<file path="src/rtl/mult_pkg.sv">
// Shared types and constants for the shift-add multiplier.
// Holds the control state encoding and the default operand width.
package mult_pkg;

  localparam int WIDTH_DEFAULT = 8;

  typedef enum logic [1:0] {
    IDLE = 2'd0,
    BUSY = 2'd1,
    DONE = 2'd2
  } state_t;

endpackage

</file>
<file path="src/rtl/abs_val.sv">
// Two's-complement magnitude of a WIDTH-bit value.
// With enable low the value passes through unchanged (unsigned mode).
module abs_val #(
  parameter int WIDTH = 8
) (
  input  logic [WIDTH-1:0] value,
  input  logic             enable,
  output logic [WIDTH-1:0] magnitude
);

  logic neg;

  // Negate only negative signed operands; the most negative value
  // maps to 2^(WIDTH-1), which still fits as an unsigned magnitude.
  always_comb begin
    neg = enable & value[WIDTH-1];
    magnitude = neg ? (~value + 1'b1) : value;
  end

endmodule

</file>
<file path="src/rtl/shift_add_multiplier.sv">
// Sequential radix-2 shift-add multiplier, signed or unsigned,
// with valid/ready handshakes on both operand and product sides.
module shift_add_multiplier
  import mult_pkg::*;
#(
  parameter int WIDTH = WIDTH_DEFAULT
) (
  input  logic               clk,
  input  logic               rst_n,
  input  logic               in_valid,
  output logic               in_ready,
  input  logic [WIDTH-1:0]   a,
  input  logic [WIDTH-1:0]   b,
  input  logic               signed_mode,
  output logic               out_valid,
  input  logic               out_ready,
  output logic [2*WIDTH-1:0] p
);

  localparam int CW = $clog2(WIDTH) + 1;

  state_t state;
  state_t state_next;

  logic [WIDTH-1:0]   a_mag;
  logic [WIDTH-1:0]   b_mag;
  logic [WIDTH-1:0]   mcand;
  logic [WIDTH-1:0]   mplier;
  logic               sign;
  logic [CW-1:0]      cnt;
  logic [2*WIDTH-1:0] acc;

  logic [WIDTH:0]     sum;
  logic [2*WIDTH-1:0] acc_step;
  logic [2*WIDTH-1:0] result;
  logic               last;
  logic               take;

  abs_val #(
    .WIDTH (WIDTH)
  ) u_abs_a (
    .value     (a),
    .enable    (signed_mode),
    .magnitude (a_mag)
  );

  abs_val #(
    .WIDTH (WIDTH)
  ) u_abs_b (
    .value     (b),
    .enable    (signed_mode),
    .magnitude (b_mag)
  );

  // One shift-add step: add multiplicand into the upper half
  // (carry kept in sum[WIDTH]), then shift the whole thing right.
  always_comb begin
    sum = {1'b0, acc[2*WIDTH-1:WIDTH]}
        + (mplier[0] ? {1'b0, mcand} : '0);
    acc_step = {sum, acc[WIDTH-1:1]};
    result = sign ? (~acc_step + 1'b1) : acc_step;
    last = (cnt == CW'(WIDTH - 1));
  end

  // State register.
  always_ff @(posedge clk) begin
    if (!rst_n) state <= IDLE;
    else        state <= state_next;
  end

  // Next-state and handshake outputs.
  always_comb begin
    state_next = state;
    in_ready   = 1'b0;
    out_valid  = 1'b0;
    take       = 1'b0;
    unique case (state)
      IDLE: begin
        in_ready = 1'b1;
        take     = in_valid;
        if (in_valid) state_next = BUSY;
      end
      BUSY: begin
        if (last) state_next = DONE;
      end
      DONE: begin
        out_valid = 1'b1;
        if (out_ready) state_next = IDLE;
      end
      default: state_next = IDLE;
    endcase
  end

  // Datapath: capture operands, iterate, publish the product.
  always_ff @(posedge clk) begin
    if (!rst_n) begin
      mcand  <= '0;
      mplier <= '0;
      sign   <= 1'b0;
      cnt    <= '0;
      acc    <= '0;
      p      <= '0;
    end else begin
      if (take) begin
        mcand  <= a_mag;
        mplier <= b_mag;
        sign   <= signed_mode & (a[WIDTH-1] ^ b[WIDTH-1]);
        cnt    <= '0;
        acc    <= '0;
      end else if (state == BUSY) begin
        acc    <= acc_step;
        mplier <= mplier >> 1;
        cnt    <= cnt + 1'b1;
        if (last) p <= result;
      end
    end
  end

endmodule

</file>
<file path="config.mk">
export PLATFORM = sky130hd
export DESIGN_NAME = shift_add_multiplier
export DESIGN_NICKNAME = d
export VERILOG_FILES = /design/src/rtl/mult_pkg.sv /design/src/rtl/abs_val.sv /design/src/rtl/shift_add_multiplier.sv
export SDC_FILE = /design/constraint.sdc
export NUM_CORES = 1
export LEC_CHECK = 0
export ABC_AREA = 1
export CAP_MARGIN = 40
export CORE_MARGIN = 8
export CORE_UTILIZATION = 60
export CTS_CLUSTER_SIZE = 8
export DETAILED_ROUTE_END_ITERATION = 6
export PLACE_DENSITY_LB_ADDON = 0.12
export SLEW_MARGIN = 25
export SYNTH_ARGS = -nofsm -noshare
export SYNTH_HDL_FRONTEND = slang
export SYNTH_SLANG_ARGS = --single-unit
export TNS_END_PERCENT = 100
</file>
<file path="constraint.sdc">
create_clock -name clk -period 7 [get_ports clk]
set_input_delay 1.4 -clock clk [delete_from_list [all_inputs] [get_ports clk]]
set_output_delay 1.4 -clock clk [all_outputs]
set_load 0.02 [all_outputs]
</file>
==> results of run 1 <==
Yosys cell counts (3+ instances only):
| cell type | n |
|---|---|
| a21oi_1 | 33 |
| ha_1 | 12 |
| nor2_2 | 6 |
| inv_1 | 60 |
| dfxtp_1 | 54 |
| o31ai_1 | 3 |
| xnor2_1 | 3 |
| nand2_2 | 9 |
| o211ai_1 | 8 |
| buf_4 | 3 |
| o21ai_0 | 26 |
| clkbuf_1 | 5 |
| buf_2 | 5 |
| nor3_1 | 4 |
| nand3_1 | 27 |
| xor2_1 | 9 |
| inv_2 | 6 |
| nand2_1 | 123 |
| o221ai_1 | 3 |
| nor2_1 | 38 |
registers in the layout, indices dropped and copies added (netlist names):
register,flops
mplier,8
acc,15
sign,1
cnt,4
state,2
p,16
mcand,8
per-layer routing:
layer	part of all wire (%)	track usage (%)	wire (µm)	vias up
met2	46	30.75	3083	82
met5	0	0	0	-
met4	0.54	4.301	36	0
li1	-	-	-	1546
met3	5.2	4.178	345	5
met1	48	20.93	3198	1326
metrics by stage:
stage / utilization (%) / cells / area [µm²] / hold WS (ns) / setup WS, ns
2_1_floorplan: - / 463 / 3159 / 0.4286 / 4.727
3_3_place_gp: 69.28 / 556 / 3538 / 0.4400 / 3.413
3_5_place_dp: 69.28 / 556 / 3538 / 0.4439 / 3.287
4_1_cts: 71.58 / 564 / 3656 / 0.4694 / 3.589
5_1_grt: 71.58 / 564 / 3656 / 0.4859 / 3.411
6_report: 71.58 / 564 / 3656 / 0.4651 / 3.605
worst max-delay path by stage:
stage | start | end | cells past startpoint
2_1_floorplan | a[0] | mcand[6]$_SDFFE_PN0P_ | 7
3_3_place_gp | rst_n | cnt[0]$_SDFFE_PP0P_ | 5
3_5_place_dp | rst_n | cnt[0]$_SDFFE_PP0P_ | 5
4_1_cts | rst_n | cnt[0]$_SDFFE_PP0P_ | 5
5_1_grt | rst_n | cnt[0]$_SDFFE_PP0P_ | 5
6_report | rst_n | cnt[0]$_SDFFE_PP0P_ | 5
cells by family after synthesis:
group,Yosys count,share of synthesized area (%)
AND/OR/NAND/NOR,217,29.94
AO/OA/AOI/OAI,84,15.84
buffers and inverters,82,10.77
flip-flops,54,34.22
XOR/XNOR,13,3.842
adder cells (fa/ha/maj),13,5.386
cell type report:
| cell class | count | share of cell area (%) |
|---|---|---|
| Clock buffer | 5 | 1.882 |
| Clock inverter | 3 | 1.335 |
| Inverter | 67 | 6.879 |
| Multi-Input combinational cell | 327 | 47.54 |
| Sequential cell | 54 | 29.57 |
| Tap cell | 70 | 2.396 |
| Timing Repair Buffer | 38 | 10.40 |
where the power goes:
part           total (mW)  internal (mW)  switching, mW
clock network       0.220          0.109          0.111
registers           0.326          0.318        0.00805
logic              0.0956         0.0377         0.0579
total               0.641          0.465          0.177
worst min-delay path: cells and delay by family (launching register included):
family	cells	cell delay, ns
DFF	1	0.34
and+or+nand+nor	1	0.05
AOI/OAI and AO/OA	1	0.05
==> results.cfg, run 1 <==
[floorplan]
core-area_mm2 = 0.005107
die_w_um = 88.57
ios = 39
start_util_pct = 61.86
rows = 26
die-area_mm2 = 0.007844
die_h_um = 88.57

[synthesis]
ys_warn_count = 0
ys.flop_type = dfxtp_1
avgSynthCellArea_um2 = 6.823
yosysSeqAreaShare_pct = 34.22
synth_async_sr_flop_share_pct = 0
synth_fp_nets = 497
synth_edf_count = 0
synth.area.top_cells = dfxtp_1, nand2_1, inv_1
netlist.area_leader.share_pct = 34.22
yosys.cell_types.count = 39
synth_top_cell_by_area = dfxtp_1
synthCells = 463
synth_area_mm2 = 0.003159
synth-seq-cells = 54

[setup_path]
crit_chain = clkdlybuf4s50_1 > inv_1 > nor2_2 > inv_2 > nor3_1
crit_path_top_delay_cell = clkdlybuf4s50_1
crit_fanout = 18
r2r_end = p[15]$_SDFFE_PN0P_
criticalPathCategory = in -> reg
path_buf_inv = 3
r2r_slack_ns = 4.59
required_ns = 7.23
r2r-start = mplier[0]$_SDFFE_PN0P_
reg2regPathDepth = 14
crit_family = buffers and inverters
cp.arrival_ns = 3.63
start_kind = primary input
end_kind = register
slowest_delay_ns = 0.76

[global_route]
track_usage_pct = 17.56
grt_start_max_net_pins = 34
grt_overflow = 0
grt_pass1_vias = 2616
antenna_found_initial = 0
grt_pass1_wl_mm = 11.24

[min_path]
hp-start = mcand[0]$_SDFFE_PN0P_
hold_path_depth = 2
hold_class = reg -> reg
min_to = mcand[0]$_SDFFE_PN0P_

[pwr]
p_per_area_mw_per_mm2 = 175.4
p_leak_nw = 1.700
vdd_drop_max_v = 0.0001035
power_mw = 0.6413

[clocking]
htree_num_levels = 2
clock-sinks = 54
clock_latency_ns = 0.31
cts_tree = built
clock_path_buffers = 2
path_clk_slew_ns = 0.10
cts_made_buffers = 5
clock-root-buffer = clkbuf_8
ctsHoldBuffers = 0
postCtsSetupRepairBufs = 0
post_cts_resized = 0

[placed_design]
place.gp.congestion = 0.8534
numPortBuffers = 38
hpwl_mm = 5.039

[routing]
route.detailed.drc = 0
vias_per_cell = 5.246
wl_per_cell_um = 11.82
finalWirelength_mm = 6.664
dr.pass1.iters = 5
ant_nets = 0
first_iter_violations = 217
num_vias = 2959

[finish]
regArea_mm2 = 0.001081
fillCellCount = 454
syn2layout_area_growth_pct = 15.72
drive_gt1_share_pct = 7.490
diodes = 0
multi_input_area_mm2 = 0.001738
most-common-layout-cells = nand2_1, inv_1, dfxtp_1, nor2_1, clkdlybuf4s50_1
num-nets-final = 527
layout_commonest_cell = nand2_1

[timing]
finalHoldViolCount = 0
period_share_pct = 48.50
tightest_slew_ns = 0.6954
rsz0062_at_grt = no
setup_tns_ns = 0
fmax_ghz = 0.2946
relSlewSlack_pct = 53.59
fin_worst_skew_ns = 0.01190
slew_viol_final = 0
setup_viol = 0
min_period_ns = 3.395

[run]
drv_cap = 0

[run_status]
status = complete, no violations
No activity file was read; power rests on OpenSTA's default activity.
==> run 2, diff against run 1 <==
Settings changed: CORE_UTILIZATION 60 to 56.
Clock period 7 ns to 3.3 ns, I/O delays scaled along.
==> results.cfg, run 2 (synthesis gave the netlist of run 1 again) <==
[floorplan]
die_w_um = 91.11
die-area_mm2 = 0.008301
start_util_pct = 57.73
core-area_mm2 = 0.005473
die_h_um = 91.11
rows = 27
ios = 39

[finish]
layout_commonest_cell = nand2_1
fin_area_mm2 = 0.003661
largest_register_ffs = 16
regMostFlops = p
instances_no_fill = 568
drive_gt1_share_pct = 7.863
regArea_mm2 = 0.001081
most-common-layout-cells = nand2_1, inv_1, dfxtp_1, nor2_1, clkdlybuf4s50_1
num-nets-final = 529
reg.largest.list = p (16), acc (15)
syn2layout_area_growth_pct = 15.88
fillCellCount = 508
multi_input_area_mm2 = 0.001738
diodes = 0

[setup_path]
r2r_end = p[15]$_SDFFE_PN0P_
reg2regPathDepth = 14
criticalPathCategory = reg -> reg
start_kind = register
required_ns = 3.51
end_kind = register
r2r-start = mplier[0]$_SDFFE_PN0P_
crit_fanout = 9
cp.arrival_ns = 2.59
r2r_slack_ns = 0.92

[clocking]
clock-root-buffer = clkbuf_8
post_cts_resized = 0
cts_made_buffers = 5
ctsHoldBuffers = 0
clock_latency_ns = 0.31
cts_tree = built
postCtsSetupRepairBufs = 0
path_clk_slew_ns = 0.09
clock-sinks = 54
htree_num_levels = 2
clock_path_buffers = 2

[routing]
finalWirelength_mm = 7.091
vias_per_cell = 5.255
route.detailed.drc = 0
first_iter_violations = 215
num_vias = 2985
dr.pass1.iters = 6
ant_nets = 0
wl_per_cell_um = 12.48

[min_path]
hold_path_depth = 2
hold_class = reg -> reg
min_to = mplier[5]$_SDFFE_PN0P_
hp-start = mplier[5]$_SDFFE_PN0P_

[timing]
slew_viol_final = 0
tightest_slew_ns = 0.6537
fmax_ghz = 0.4210
period_share_pct = 71.99
rsz0062_at_grt = no
setup_viol = 0
min_period_ns = 2.376
setup_ws_ns = 0.9244
fin_worst_skew_ns = 0.007932
setup_tns_ns = 0
relSlewSlack_pct = 56.32
finalHoldViolCount = 0

[global_route]
grt_overflow = 0
antenna_found_initial = 0
grt_pass1_vias = 2972
grt_start_max_net_pins = 34
grt_pass1_wl_mm = 12.50
track_usage_pct = 17.46

[placed_design]
hpwl_mm = 5.396
numPlacedInstances = 560
pre_cts_slack_ns = 0.8330
numPortBuffers = 38
place.gp.congestion = 0.8579
dpl-instance-area_mm2 = 0.003556

[pwr]
p_leak_nw = 1.708
vdd_drop_max_v = 0.0002277
p_per_area_mw_per_mm2 = 357.5

[run]
drv_cap = 0

[run_status]
status = complete, no violations
==> run 2: worst max-delay path by stage <==
stage                           start  depth (start not counted)                     to
2_1_floorplan  mplier[0]$_SDFFE_PN0P_                         15     p[15]$_SDFFE_PN0P_
3_3_place_gp                    rst_n                          7    cnt[2]$_SDFFE_PP0P_
3_5_place_dp                    rst_n                          6  mcand[3]$_SDFFE_PN0P_
4_1_cts        mplier[0]$_SDFFE_PN0P_                         14     p[15]$_SDFFE_PN0P_
5_1_grt         state[1]$_SDFFE_PN0P_                         10     p[10]$_SDFFE_PN0P_
6_report       mplier[0]$_SDFFE_PN0P_                         14     p[15]$_SDFFE_PN0P_
==> run 2: layout make-up <==
| class | instances | area share, % |
|---|---|---|
| inverter | 67 | 6.869 |
| sequential | 54 | 29.53 |
| timing repair buffer | 40 | 10.80 |
| multi-input combinational | 327 | 47.47 |
| tap | 72 | 2.461 |
| clock inverter | 1 | 0.2392 |
| clock buffer | 7 | 2.632 |
==> run 2: worst max-delay path: stages (launching register included) <==
cell and delay [ns]:
dfxtp_1 0.41, nand2_1 0.09, inv_1 0.04, ha_1 0.22, fa_1 0.47, xnor2_2 0.29, nand3_1 0.13, nor2_2 0.14
nand3_2 0.11, nand2_2 0.09, nand2_1 0.06, nand2_1 0.06, nand3_1 0.07, nand2_1 0.09, inv_1 0.03
==> run 2: power breakdown <==
part	internal, mW	leakage, nW	total, mW	switching (mW)
Combinational	0.0819	1.22	0.208	0.126
Sequential	0.674	0.439	0.692	0.0178
Clock	0.193	0.0544	0.410	0.217
Total	0.948	1.71	1.31	0.360
==> run 2: layer usage <==
layer,up-vias,GRT usage [%],share of wire (%)
met3,7,3.951,5.9
met1,1348,20.25,46
li1,1552,-,-
met4,0,6.548,1.3
met5,-,0,0
met2,78,30.53,47
==> run 2: through the flow <==
stage | utilization [%] | total power, mW | hold slack (ns)
final | 66.90 | 1.309 | 0.4682
after global routing | 66.90 | 1.372 | 0.4805
after CTS | 66.90 | 1.313 | 0.4686
after detailed placement | 64.97 | 0.9123 | 0.4519
after global placement | 64.97 | 0.9064 | 0.4415
after floorplan | - | 0.8473 | 0.4286
==> run 3, diff against run 2 <==
Settings changed: CORE_UTILIZATION 56 to 50.
Clock period 3.3 ns to 2.1 ns, I/O delays scaled along.
==> results.cfg, run 3 (synthesis gave the netlist of run 1 again) <==
[run_status]
status = complete, no violations

[global_route]
track_usage_pct = 15.78
grt_overflow = 0
grt_pass1_vias = 2780
grt_start_max_net_pins = 34
antenna_found_initial = 0
grt_pass1_wl_mm = 11.79

[setup_path]
start_kind = register
r2r-start = mplier[0]$_SDFFE_PN0P_
cp-endpoint = p[15]$_SDFFE_PN0P_
required_ns = 2.33
end_kind = register
criticalPathCategory = reg -> reg
worstSetupStartpoint = mplier[0]$_SDFFE_PN0P_
r2r_end = p[15]$_SDFFE_PN0P_
r2r_slack_ns = 0.08
reg2regPathDepth = 14
crit_fanout = 4
cp.arrival_ns = 2.25

[floorplan]
die-area_mm2 = 0.009118
die_h_um = 95.49
die_w_um = 95.49
ios = 39
rows = 29
start_util_pct = 50.62
core-area_mm2 = 0.006241

[timing]
fmax_ghz = 0.4950
rsz0062_at_grt = yes
setup_tns_ns = 0
setup_viol = 0
slew_viol_final = 0
relSlewSlack_pct = 78.13
period_share_pct = 96.20
fin_worst_skew_ns = 0.009046
finalHoldViolCount = 0
min_period_ns = 2.020
hold_ws_ns = 0.4664
tightest_slew_ns = 0.3255

[routing]
finalWirelength_mm = 6.816
route.detailed.drc = 0
first_iter_violations = 81
vias_per_cell = 5.012
ant_nets = 0
wl_per_cell_um = 11.65
num_vias = 2932
dr.pass1.iters = 4

[finish]
layout_commonest_cell = nand2_1
syn2layout_area_growth_pct = 22.61
regMostFlops = p
fin_util_pct = 62.07
num-nets-final = 541
instances_no_fill = 585
diodes = 0
largest_register_ffs = 16
drive_gt1_share_pct = 12.99
reg.largest.list = p (16), acc (15)
most-common-layout-cells = nand2_1, inv_1, dfxtp_1, clkdlybuf4s50_1, nor2_1

[placed_design]
place.gp.congestion = 0.8214
numPlacedInstances = 573
numPortBuffers = 38
hpwl_mm = 5.178

[clocking]
ctsHoldBuffers = 0
htree_num_levels = 2
clock-sinks = 54
cts_tree = built
clock_path_buffers = 2
clock-root-buffer = clkbuf_8
cts_made_buffers = 5
path_clk_slew_ns = 0.10
clock_latency_ns = 0.32

[min_path]
hold_class = reg -> reg

[pwr]
p_per_area_mw_per_mm2 = 565.0
vdd_drop_max_v = 0.0002982
p_leak_nw = 1.767

[run]
drv_cap = 0
## run 3: cell types whose count changed in the layout (fill, tap and decap cells not counted), moves of 2 or more
cell      previous run  this run
nand2_2              9        13
clkbuf_8             7         5
ha_1                12         7
ha_4                 0         5
buf_4                2        14
nand2_1            123       119
## run 3: how the worst min path moves through the flow
stage,endpoint,cells past startpoint,slack (ns),startpoint
after floorplan,mcand[0]$_SDFFE_PN0P_,2,0.43,mcand[0]$_SDFFE_PN0P_
after global placement,mcand[3]$_SDFFE_PN0P_,2,0.44,mcand[3]$_SDFFE_PN0P_
after detailed placement,mcand[3]$_SDFFE_PN0P_,2,0.45,mcand[3]$_SDFFE_PN0P_
after CTS,mplier[2]$_SDFFE_PN0P_,2,0.47,mplier[2]$_SDFFE_PN0P_
after global routing,mplier[7]$_SDFFE_PN0P_,2,0.49,mplier[7]$_SDFFE_PN0P_
final,mcand[3]$_SDFFE_PN0P_,2,0.47,mcand[3]$_SDFFE_PN0P_
## run 3: through the flow
stage               power [mW]  instance area (µm²)  setup WS (ns)
floorplan                1.332                 3163        0.04896
global placement         1.439                 3625        0.06983
detailed placement       1.444                 3625        0.01618
CTS                      2.174                 3742       0.008428
global route             2.288                 3874       -0.07785
finish                   2.189                 3874        0.07971
## run 3: area by class of cell
cell class,count,area [µm²]
tap,77,96.34
timing repair buffer,52,485.5
sequential,54,1082
clock inverter,3,48.80
fill,596,2367
multi-input combinational,327,1841
inverter,67,251.5
clock buffer,5,68.82
## run 3: worst max-delay path: stages (launching register included)
cell and delay, ns:
dfxtp_2 0.35, nand2_2 0.05, inv_2 0.04, ha_4 0.15, fa_2 0.42, xnor2_4 0.24, nand3_2 0.12, nor2_4 0.13
nand3_2 0.08, nand2_2 0.08, nand2_1 0.06, nand2_1 0.05, nand3_1 0.06, nand2_1 0.08, inv_1 0.03
## run 3: routing by layer
layer,vias to the layer above,routed length [µm],track usage (%)
met4,0,80,5.506
li1,1581,-,-
met5,-,0,0
met1,1301,3391,19.88
met3,6,300,3.622
met2,44,3043,25.83
## run 3: timing repair
action                                  in CTS  in global routing
buffers inserted                             0                  4
endpoints found under the setup margin       0                  8
gates resized for setup                      0                 19
## run 3: power by group
part	switching, mW	total (mW)	leakage (nW)	internal, mW
Sequential	0.0228	1.08	0.439	1.06
Clock	0.377	0.740	0.0563	0.364
Combinational	0.209	0.366	1.27	0.157
Total	0.608	2.19	1.77	1.58
